--- src/rtl/mem_arbiter_if.sv ---
// Avalon-MM style bus bundle shared by both masters and the mem_if slave side.
// Modports: master drives the request side, slave drives the response side.
interface mem_arbiter_if #(
    parameter int ADDR_WIDTH = 20,
    parameter int DATA_WIDTH = 16,
    parameter int BE_WIDTH   = DATA_WIDTH / 8
);
    logic [ADDR_WIDTH-1:0] address;
    logic [BE_WIDTH-1:0]   byteenable;
    logic                  read;
    logic                  write;
    logic [DATA_WIDTH-1:0] writedata;
    logic [DATA_WIDTH-1:0] readdata;
    logic                  readdataready;
    logic                  waitrequest;

    modport master (
        output address, byteenable, read, write, writedata,
        input  readdata, readdataready, waitrequest
    );

    modport slave (
        input  address, byteenable, read, write, writedata,
        output readdata, readdataready, waitrequest
    );
endinterface

--- src/rtl/mem_arbiter.sv ---
// Two-master arbiter in front of mem_if: round-robin grants with a per-grant
// hold limit, and an in-order tag FIFO routing read responses to their issuer.
// Ports: clock, reset_n (async, active-low); m0 (read-only stimulus master,
// write/writedata ignored) and m1 (read/write log master) as slave modports;
// s as master modport towards mem_if; err_orphan sticky flag.
// Option: define MEM_ARB_FIXED_PRIO_EN for strict master-0 priority.
module mem_arbiter #(
    parameter int ADDR_WIDTH = 20,
    parameter int DATA_WIDTH = 16,
    parameter int BE_WIDTH   = DATA_WIDTH / 8,
    parameter int HOLD_MAX   = 8,
    parameter int TAG_DEPTH  = 4,
    parameter int TAG_PTR_W  = 2
) (
    input  logic          clock,
    input  logic          reset_n,
    mem_arbiter_if.slave  m0,
    mem_arbiter_if.slave  m1,
    mem_arbiter_if.master s,
    output logic          err_orphan
);
    localparam int HC_W = $clog2(HOLD_MAX + 1);

    typedef enum logic [1:0] {
        IDLE   = 2'd0,
        GRANT0 = 2'd1,
        GRANT1 = 2'd2
    } state_t;

    state_t                 state, state_next;
    logic                   last_grant;
    logic [HC_W-1:0]        hold_cnt, hold_next;
    logic [TAG_DEPTH-1:0]   tag_mem;
    logic [TAG_PTR_W-1:0]   wr_ptr, rd_ptr;
    logic [TAG_PTR_W:0]     count;

    logic req0, req1;
    logic full, empty, tag_block;
    logic push, pop, accept, head;
    logic at_limit;
    logic unused_m0;

    assign unused_m0 = m0.write | (|m0.writedata);

    assign req0 = m0.read;
    assign req1 = m1.read | m1.write;

    assign full  = (count == (TAG_PTR_W + 1)'(TAG_DEPTH));
    assign empty = (count == '0);
    // A response popping this cycle frees a slot, so a read may go out now.
    assign tag_block = full & ~s.readdataready;

    assign accept = (s.read | s.write) & ~s.waitrequest;
    assign push   = s.read & ~s.waitrequest;
    assign pop    = s.readdataready & ~empty;
    assign head   = tag_mem[rd_ptr];

    assign m0.readdata      = s.readdata;
    assign m1.readdata      = s.readdata;
    assign m0.readdataready = pop & ~head;
    assign m1.readdataready = pop & head;

    // Leave decision sees the count including this cycle's transfer, so
    // exactly HOLD_MAX transfers are accepted per contended grant.
    assign hold_next = hold_cnt + HC_W'(accept && (hold_cnt != HC_W'(HOLD_MAX)));
    assign at_limit  = (hold_next == HC_W'(HOLD_MAX));

    always_comb begin
        s.address      = '0;
        s.byteenable   = '0;
        s.read         = 1'b0;
        s.write        = 1'b0;
        s.writedata    = '0;
        m0.waitrequest = 1'b1;
        m1.waitrequest = 1'b1;
        unique case (state)
            GRANT0: begin
                s.address      = m0.address;
                s.byteenable   = m0.byteenable;
                s.read         = m0.read & ~tag_block;
                m0.waitrequest = s.waitrequest | (m0.read & tag_block);
            end
            GRANT1: begin
                s.address      = m1.address;
                s.byteenable   = m1.byteenable;
                s.read         = m1.read & ~tag_block;
                s.write        = m1.write;
                s.writedata    = m1.writedata;
                m1.waitrequest = s.waitrequest | (m1.read & tag_block);
            end
            default: ;
        endcase
    end

`ifdef MEM_ARB_FIXED_PRIO_EN
    logic unused_last;
    assign unused_last = last_grant;
`endif

    always_comb begin
        state_next = state;
        unique case (state)
            GRANT0: begin
                if (!req0)
                    state_next = req1 ? GRANT1 : IDLE;
                else if (at_limit && req1)
                    state_next = GRANT1;
            end
            GRANT1: begin
                if (!req1)
                    state_next = req0 ? GRANT0 : IDLE;
`ifdef MEM_ARB_FIXED_PRIO_EN
                else if (req0 && accept)
                    state_next = GRANT0;
`else
                else if (at_limit && req0)
                    state_next = GRANT0;
`endif
            end
            default: begin
`ifdef MEM_ARB_FIXED_PRIO_EN
                if (req0)
                    state_next = GRANT0;
`else
                if (req0 && (!req1 || last_grant))
                    state_next = GRANT0;
`endif
                else if (req1)
                    state_next = GRANT1;
            end
        endcase
    end

    always_ff @(posedge clock or negedge reset_n) begin
        if (!reset_n) begin
            state      <= IDLE;
            hold_cnt   <= '0;
            last_grant <= 1'b1;
        end else begin
            state <= state_next;
            if (state_next != state) begin
                hold_cnt <= '0;
                if (state == GRANT0)
                    last_grant <= 1'b0;
                else if (state == GRANT1)
                    last_grant <= 1'b1;
            end else begin
                hold_cnt <= hold_next;
            end
        end
    end

    always_ff @(posedge clock or negedge reset_n) begin
        if (!reset_n) begin
            tag_mem    <= '0;
            wr_ptr     <= '0;
            rd_ptr     <= '0;
            count      <= '0;
            err_orphan <= 1'b0;
        end else begin
            if (push) begin
                tag_mem[wr_ptr] <= (state == GRANT1);
                wr_ptr          <= wr_ptr + 1'b1;
            end
            if (pop)
                rd_ptr <= rd_ptr + 1'b1;
            if (push && !pop)
                count <= count + 1'b1;
            else if (pop && !push)
                count <= count - 1'b1;
            if (s.readdataready && empty)
                err_orphan <= 1'b1;
        end
    end
endmodule

--- src/flat_wrapper.sv ---
// flat-port wrapper written by rule: the top's interface ports become plain ports
module mem_arbiter_flat 
#(
    parameter int ADDR_WIDTH = 20,
    parameter int DATA_WIDTH = 16,
    parameter int BE_WIDTH   = DATA_WIDTH / 8,
    parameter int HOLD_MAX   = 8,
    parameter int TAG_DEPTH  = 4,
    parameter int TAG_PTR_W  = 2
)
  (clock, reset_n, err_orphan, m0_address, m0_byteenable, m0_read, m0_write, m0_writedata, m0_readdata, m0_readdataready, m0_waitrequest, m1_address, m1_byteenable, m1_read, m1_write, m1_writedata, m1_readdata, m1_readdataready, m1_waitrequest, s_address, s_byteenable, s_read, s_write, s_writedata, s_readdata, s_readdataready, s_waitrequest);
  mem_arbiter_if #(.ADDR_WIDTH(ADDR_WIDTH), .DATA_WIDTH(DATA_WIDTH), .BE_WIDTH(BE_WIDTH)) m0_i ();
  mem_arbiter_if #(.ADDR_WIDTH(ADDR_WIDTH), .DATA_WIDTH(DATA_WIDTH), .BE_WIDTH(BE_WIDTH)) m1_i ();
  mem_arbiter_if #(.ADDR_WIDTH(ADDR_WIDTH), .DATA_WIDTH(DATA_WIDTH), .BE_WIDTH(BE_WIDTH)) s_i ();
  input  logic clock;
  input  logic reset_n;
  output logic err_orphan;
  input wire logic [$bits(m0_i.address)-1:0] m0_address;
  input wire logic [$bits(m0_i.byteenable)-1:0] m0_byteenable;
  input wire logic [$bits(m0_i.read)-1:0] m0_read;
  input wire logic [$bits(m0_i.write)-1:0] m0_write;
  input wire logic [$bits(m0_i.writedata)-1:0] m0_writedata;
  output wire logic [$bits(m0_i.readdata)-1:0] m0_readdata;
  output wire logic [$bits(m0_i.readdataready)-1:0] m0_readdataready;
  output wire logic [$bits(m0_i.waitrequest)-1:0] m0_waitrequest;
  input wire logic [$bits(m1_i.address)-1:0] m1_address;
  input wire logic [$bits(m1_i.byteenable)-1:0] m1_byteenable;
  input wire logic [$bits(m1_i.read)-1:0] m1_read;
  input wire logic [$bits(m1_i.write)-1:0] m1_write;
  input wire logic [$bits(m1_i.writedata)-1:0] m1_writedata;
  output wire logic [$bits(m1_i.readdata)-1:0] m1_readdata;
  output wire logic [$bits(m1_i.readdataready)-1:0] m1_readdataready;
  output wire logic [$bits(m1_i.waitrequest)-1:0] m1_waitrequest;
  output wire logic [$bits(s_i.address)-1:0] s_address;
  output wire logic [$bits(s_i.byteenable)-1:0] s_byteenable;
  output wire logic [$bits(s_i.read)-1:0] s_read;
  output wire logic [$bits(s_i.write)-1:0] s_write;
  output wire logic [$bits(s_i.writedata)-1:0] s_writedata;
  input wire logic [$bits(s_i.readdata)-1:0] s_readdata;
  input wire logic [$bits(s_i.readdataready)-1:0] s_readdataready;
  input wire logic [$bits(s_i.waitrequest)-1:0] s_waitrequest;
  assign m0_i.address = m0_address;
  assign m0_i.byteenable = m0_byteenable;
  assign m0_i.read = m0_read;
  assign m0_i.write = m0_write;
  assign m0_i.writedata = m0_writedata;
  assign m0_readdata = m0_i.readdata;
  assign m0_readdataready = m0_i.readdataready;
  assign m0_waitrequest = m0_i.waitrequest;
  assign m1_i.address = m1_address;
  assign m1_i.byteenable = m1_byteenable;
  assign m1_i.read = m1_read;
  assign m1_i.write = m1_write;
  assign m1_i.writedata = m1_writedata;
  assign m1_readdata = m1_i.readdata;
  assign m1_readdataready = m1_i.readdataready;
  assign m1_waitrequest = m1_i.waitrequest;
  assign s_address = s_i.address;
  assign s_byteenable = s_i.byteenable;
  assign s_read = s_i.read;
  assign s_write = s_i.write;
  assign s_writedata = s_i.writedata;
  assign s_i.readdata = s_readdata;
  assign s_i.readdataready = s_readdataready;
  assign s_i.waitrequest = s_waitrequest;
  mem_arbiter #(.ADDR_WIDTH(ADDR_WIDTH), .DATA_WIDTH(DATA_WIDTH), .BE_WIDTH(BE_WIDTH), .HOLD_MAX(HOLD_MAX), .TAG_DEPTH(TAG_DEPTH), .TAG_PTR_W(TAG_PTR_W)) u_core (.clock(clock), .reset_n(reset_n), .m0(m0_i), .m1(m1_i), .s(s_i), .err_orphan(err_orphan));
endmodule
--- config.mk ---
export PLATFORM = sky130hd
export DESIGN_NAME = mem_arbiter_flat
export DESIGN_NICKNAME = d
export VERILOG_FILES = /design/src/rtl/mem_arbiter_if.sv /design/src/rtl/mem_arbiter.sv /design/src/flat_wrapper.sv
export SDC_FILE = /design/constraint.sdc
export NUM_CORES = 1
export LEC_CHECK = 0
export CORE_UTILIZATION = 34
export DETAILED_ROUTE_END_ITERATION = 8
export MAX_ROUTING_LAYER = met4
export PLACE_DENSITY = 0.95
export SETUP_SLACK_MARGIN = 0.05
export SYNTH_ARGS = -nofsm -noshare
export SYNTH_HDL_FRONTEND = slang
export SYNTH_SLANG_ARGS = --single-unit
export TNS_END_PERCENT = 1
--- constraint.sdc ---
create_clock -name clock -period 8.5 [get_ports clock]
set_input_delay 1.275 -clock clock [delete_from_list [all_inputs] [get_ports clock]]
set_output_delay 1.275 -clock clock [all_outputs]
set_load 0.02 [all_outputs]
==> flow_summary.yaml <==
clocking:
  clkTransAtPathRegs_ns: 0.07
  cts_setup_buffers: 0
  cts_tree: "yes"
  post_cts_resized: 0
  clk_latency_ns: 0.26
  clkSinkCount: 19
  cts_buffer_depth: 2
  cts-root-buf: "clkbuf_8"
  hold_buffers: 0
  cts_inserted_buffers: 3
  ctsHtreeMaxLevel: 1
routing:
  drt_pre_antenna_iters: 4
  drt.antenna.violating_nets: 0
  first_iter_violations: 113
  vias_per_cell: 5.08
  vias: 1906
  drc_errors: 0
  drt-wirelength-per-cell_um: 14.7
  wl_mm: 5.51
min_path:
  hold_path_depth: 1
  hold_path.class: "reg -> reg"
setup_path:
  crit_type: "in -> out"
  path_cells: "clkdlybuf4s50_1 > mux2i_1 > or3_1 > inv_1 > clkdlybuf4s50_1"
  slowest_stage: "clkdlybuf4s50_1"
  slowest_delay_ns: 0.74
  path_buf_inv: 3
  cp.depth: 5
  critPathTopFamily: "buffers and inverters"
  required_ns: 7.22
  critPathArrivalTime_ns: 3.18
  start_kind: "primary input"
  ff2ff_path_depth: 14
  endpoint_kind: "output pin"
  path_common_cell: "clkdlybuf4s50_1"
  critPathMaxFanout: 13
floorplan:
  rows: 26
  core_um2: 5240
  ioPinCount: 177
  fp.dieW_um: 76.8
  dieArea_um2: 5900
  fp.dieH_um: 76.8
  start_util: 0.363
timing:
  tightestPinTransition_ns: 1.06
  post-route-period-util: 0.525
  report.final.slew_viol_count: 0
  tns_ns: 0
  clock_skew_ns: 0.00366
  fmax_mhz: 224
  post-route-min-period_ns: 4.46
  maxSlewHeadroom: 0.291
  finalHoldViolCount: 0
  rsz0062_at_grt: "false"
  setup-violations-final: 0
cells_and_area:
  nNetsFinal: 416
  multi_input_area_um2: 1080
  area_growth_pct: 50.2
  drive_gt1_frac: 0.0557
  fillers: 464
  n_antenna_cell: 0
  regArea_um2: 477
synth:
  yosysWarnings: 0
  synth_nets: 344
  synth-seq-area-share: 0.250
  synthesis.area_um2: 1900
  synth_edf_count: 0
  ys_top_cells_by_area: "dfrtp_1 24%, buf_4 13%, a22oi_1 8.7%"
  synth-main-ff-cell: "dfrtp_1"
  async_flop_share: 1.00
  syn_inst: 234
  netlist.area_leader.share: 0.237
  ys_top_cells_by_count: "32 x buf_4, 31 x nor2_1, 22 x a22oi_1, 20 x and2_1, 18 x dfrtp_1"
  avgSynthCellArea_um2: 8.13
  synth.most_common_cell: "buf_4"
  synth.distinct_cells: 47
  ys_ff_latch: 19
  yosys.area.top_type: "dfrtp_1"
place:
  place.gp.congestion: 0.893
  hpwl_mm: 4.33
  io_buffers: 111
global_routing:
  grt_pass1_wl_mm: 8.82
  grt_pass1_vias: 1873
  overflow: 0
  grt_usage: 0.188
  grt_max_degree: 31
  antenna_found_initial: 0
power_and_ir_drop:
  max-vdd-ir-drop_mv: 0.229
  power_leakage_uw: 0.00115
  p_switching_uw: 415
  power.total_uw: 871
  p_sw_frac: 0.477
  clockPowerShare: 0.073
  combPwrFrac: 0.740
  power.internal_uw: 456
  p_per_area_nw_per_um2: 305
  seqPwrFrac: 0.186
job:
  cap_violations: 0
status:
  outcome: "completed"
state kept, by name, indices dropped and copies added, names as in the netlist:
signal and flops:
u_core.count 3, u_core.err_orphan 1, u_core.hold_cnt 4, u_core.last_grant 1, u_core.rd_ptr 2, u_core.state 2
u_core.tag_mem 4, u_core.wr_ptr 2
cell usage in the layout, fill, tap and decap left out, types with 2 or more instances in the layout:
master | netlist | final
and2_1 | 20 | 20
a22oi_1 | 22 | 22
nor3_1 | 2 | 2
inv_1 | 12 | 12
nor4b_1 | 3 | 3
mux2i_1 | 2 | 2
nor2_1 | 31 | 31
a211oi_1 | 2 | 2
nand2_1 | 15 | 15
ha_1 | 9 | 9
mux2_2 | 5 | 5
dfrtp_1 | 18 | 18
nand3b_1 | 3 | 3
a21oi_1 | 4 | 4
xor2_1 | 4 | 4
xnor2_1 | 5 | 5
o21ai_0 | 3 | 3
clkdlybuf4s50_1 | 0 | 111
a31oi_1 | 3 | 3
clkbuf_8 | 0 | 3
o22ai_1 | 3 | 3
path summary, 6_finish.rpt:
| path | from | end | slack (ns) |
|---|---|---|---|
| worst max-delay path | m0_read | s_read | 4.04 |
| worst min-delay path | u_core.err_orphan | u_core.err_orphan | 0.47 |
| worst max register to register | u_core.state[0] | u_core.hold_cnt[0] | 4.23 |
| worst min register to register | u_core.err_orphan | u_core.err_orphan | 0.47 |
| max in group asynchronous | reset_n | u_core.count[1] | 6.47 |
| min in group asynchronous | reset_n | u_core.hold_cnt[1] | 1.50 |
through the flow:
step	hold slack, ns	utilization	instance area [µm²]	instances	setup slack [ns]
final	0.471	0.546	2860	375	4.04
after global routing	0.496	0.546	2860	375	3.80
after CTS	0.477	0.546	2860	375	4.05
after detailed placement	0.447	0.537	2810	371	3.89
after global placement	0.438	0.537	2810	371	4.01
after floorplan	0.450	-	1900	234	4.91
logic make-up after synthesis:
logic type,count (synthesis),synth area share
multiplexers,8,0.0519
flip-flops,19,0.250
buffers and inverters,57,0.180
AO/OA/AOI/OAI,49,0.189
XOR/XNOR,9,0.0414
AND/OR/NAND/NOR,82,0.218
adder cells (fa/ha/maj),10,0.0697
metal layers:
| metal | GRT usage | vias to the layer above | wire (µm) |
|---|---|---|---|
| li1 | - | 917 | - |
| met1 | 0.202 | 893 | 2160 |
| met2 | 0.347 | 80 | 2880 |
| met3 | 0.0452 | 16 | 364 |
| met4 | 0.0385 | 0 | 107 |
| met5 | - | - | 0 |
power groups by stage:
stage / combinational (µW) / clock (µW) / sequential [µW]
5_1_grt: 705 / 69.4 / 168
3_5_place_dp: 646 / 0 / 163
6_report: 645 / 63.9 / 162
3_3_place_gp: 626 / 0 / 160
4_1_cts: 648 / 65.4 / 162
2_1_floorplan: 430 / 0 / 156
cell type report:
cell class	instances	area share
timing repair buffer	112	0.391
multi-input combinational	158	0.379
sequential	19	0.167
tap	70	0.0306
inverter	12	0.0158
clock buffer	3	0.0144
clock inverter	1	0.00175
(Power assumes the default switching activity.)
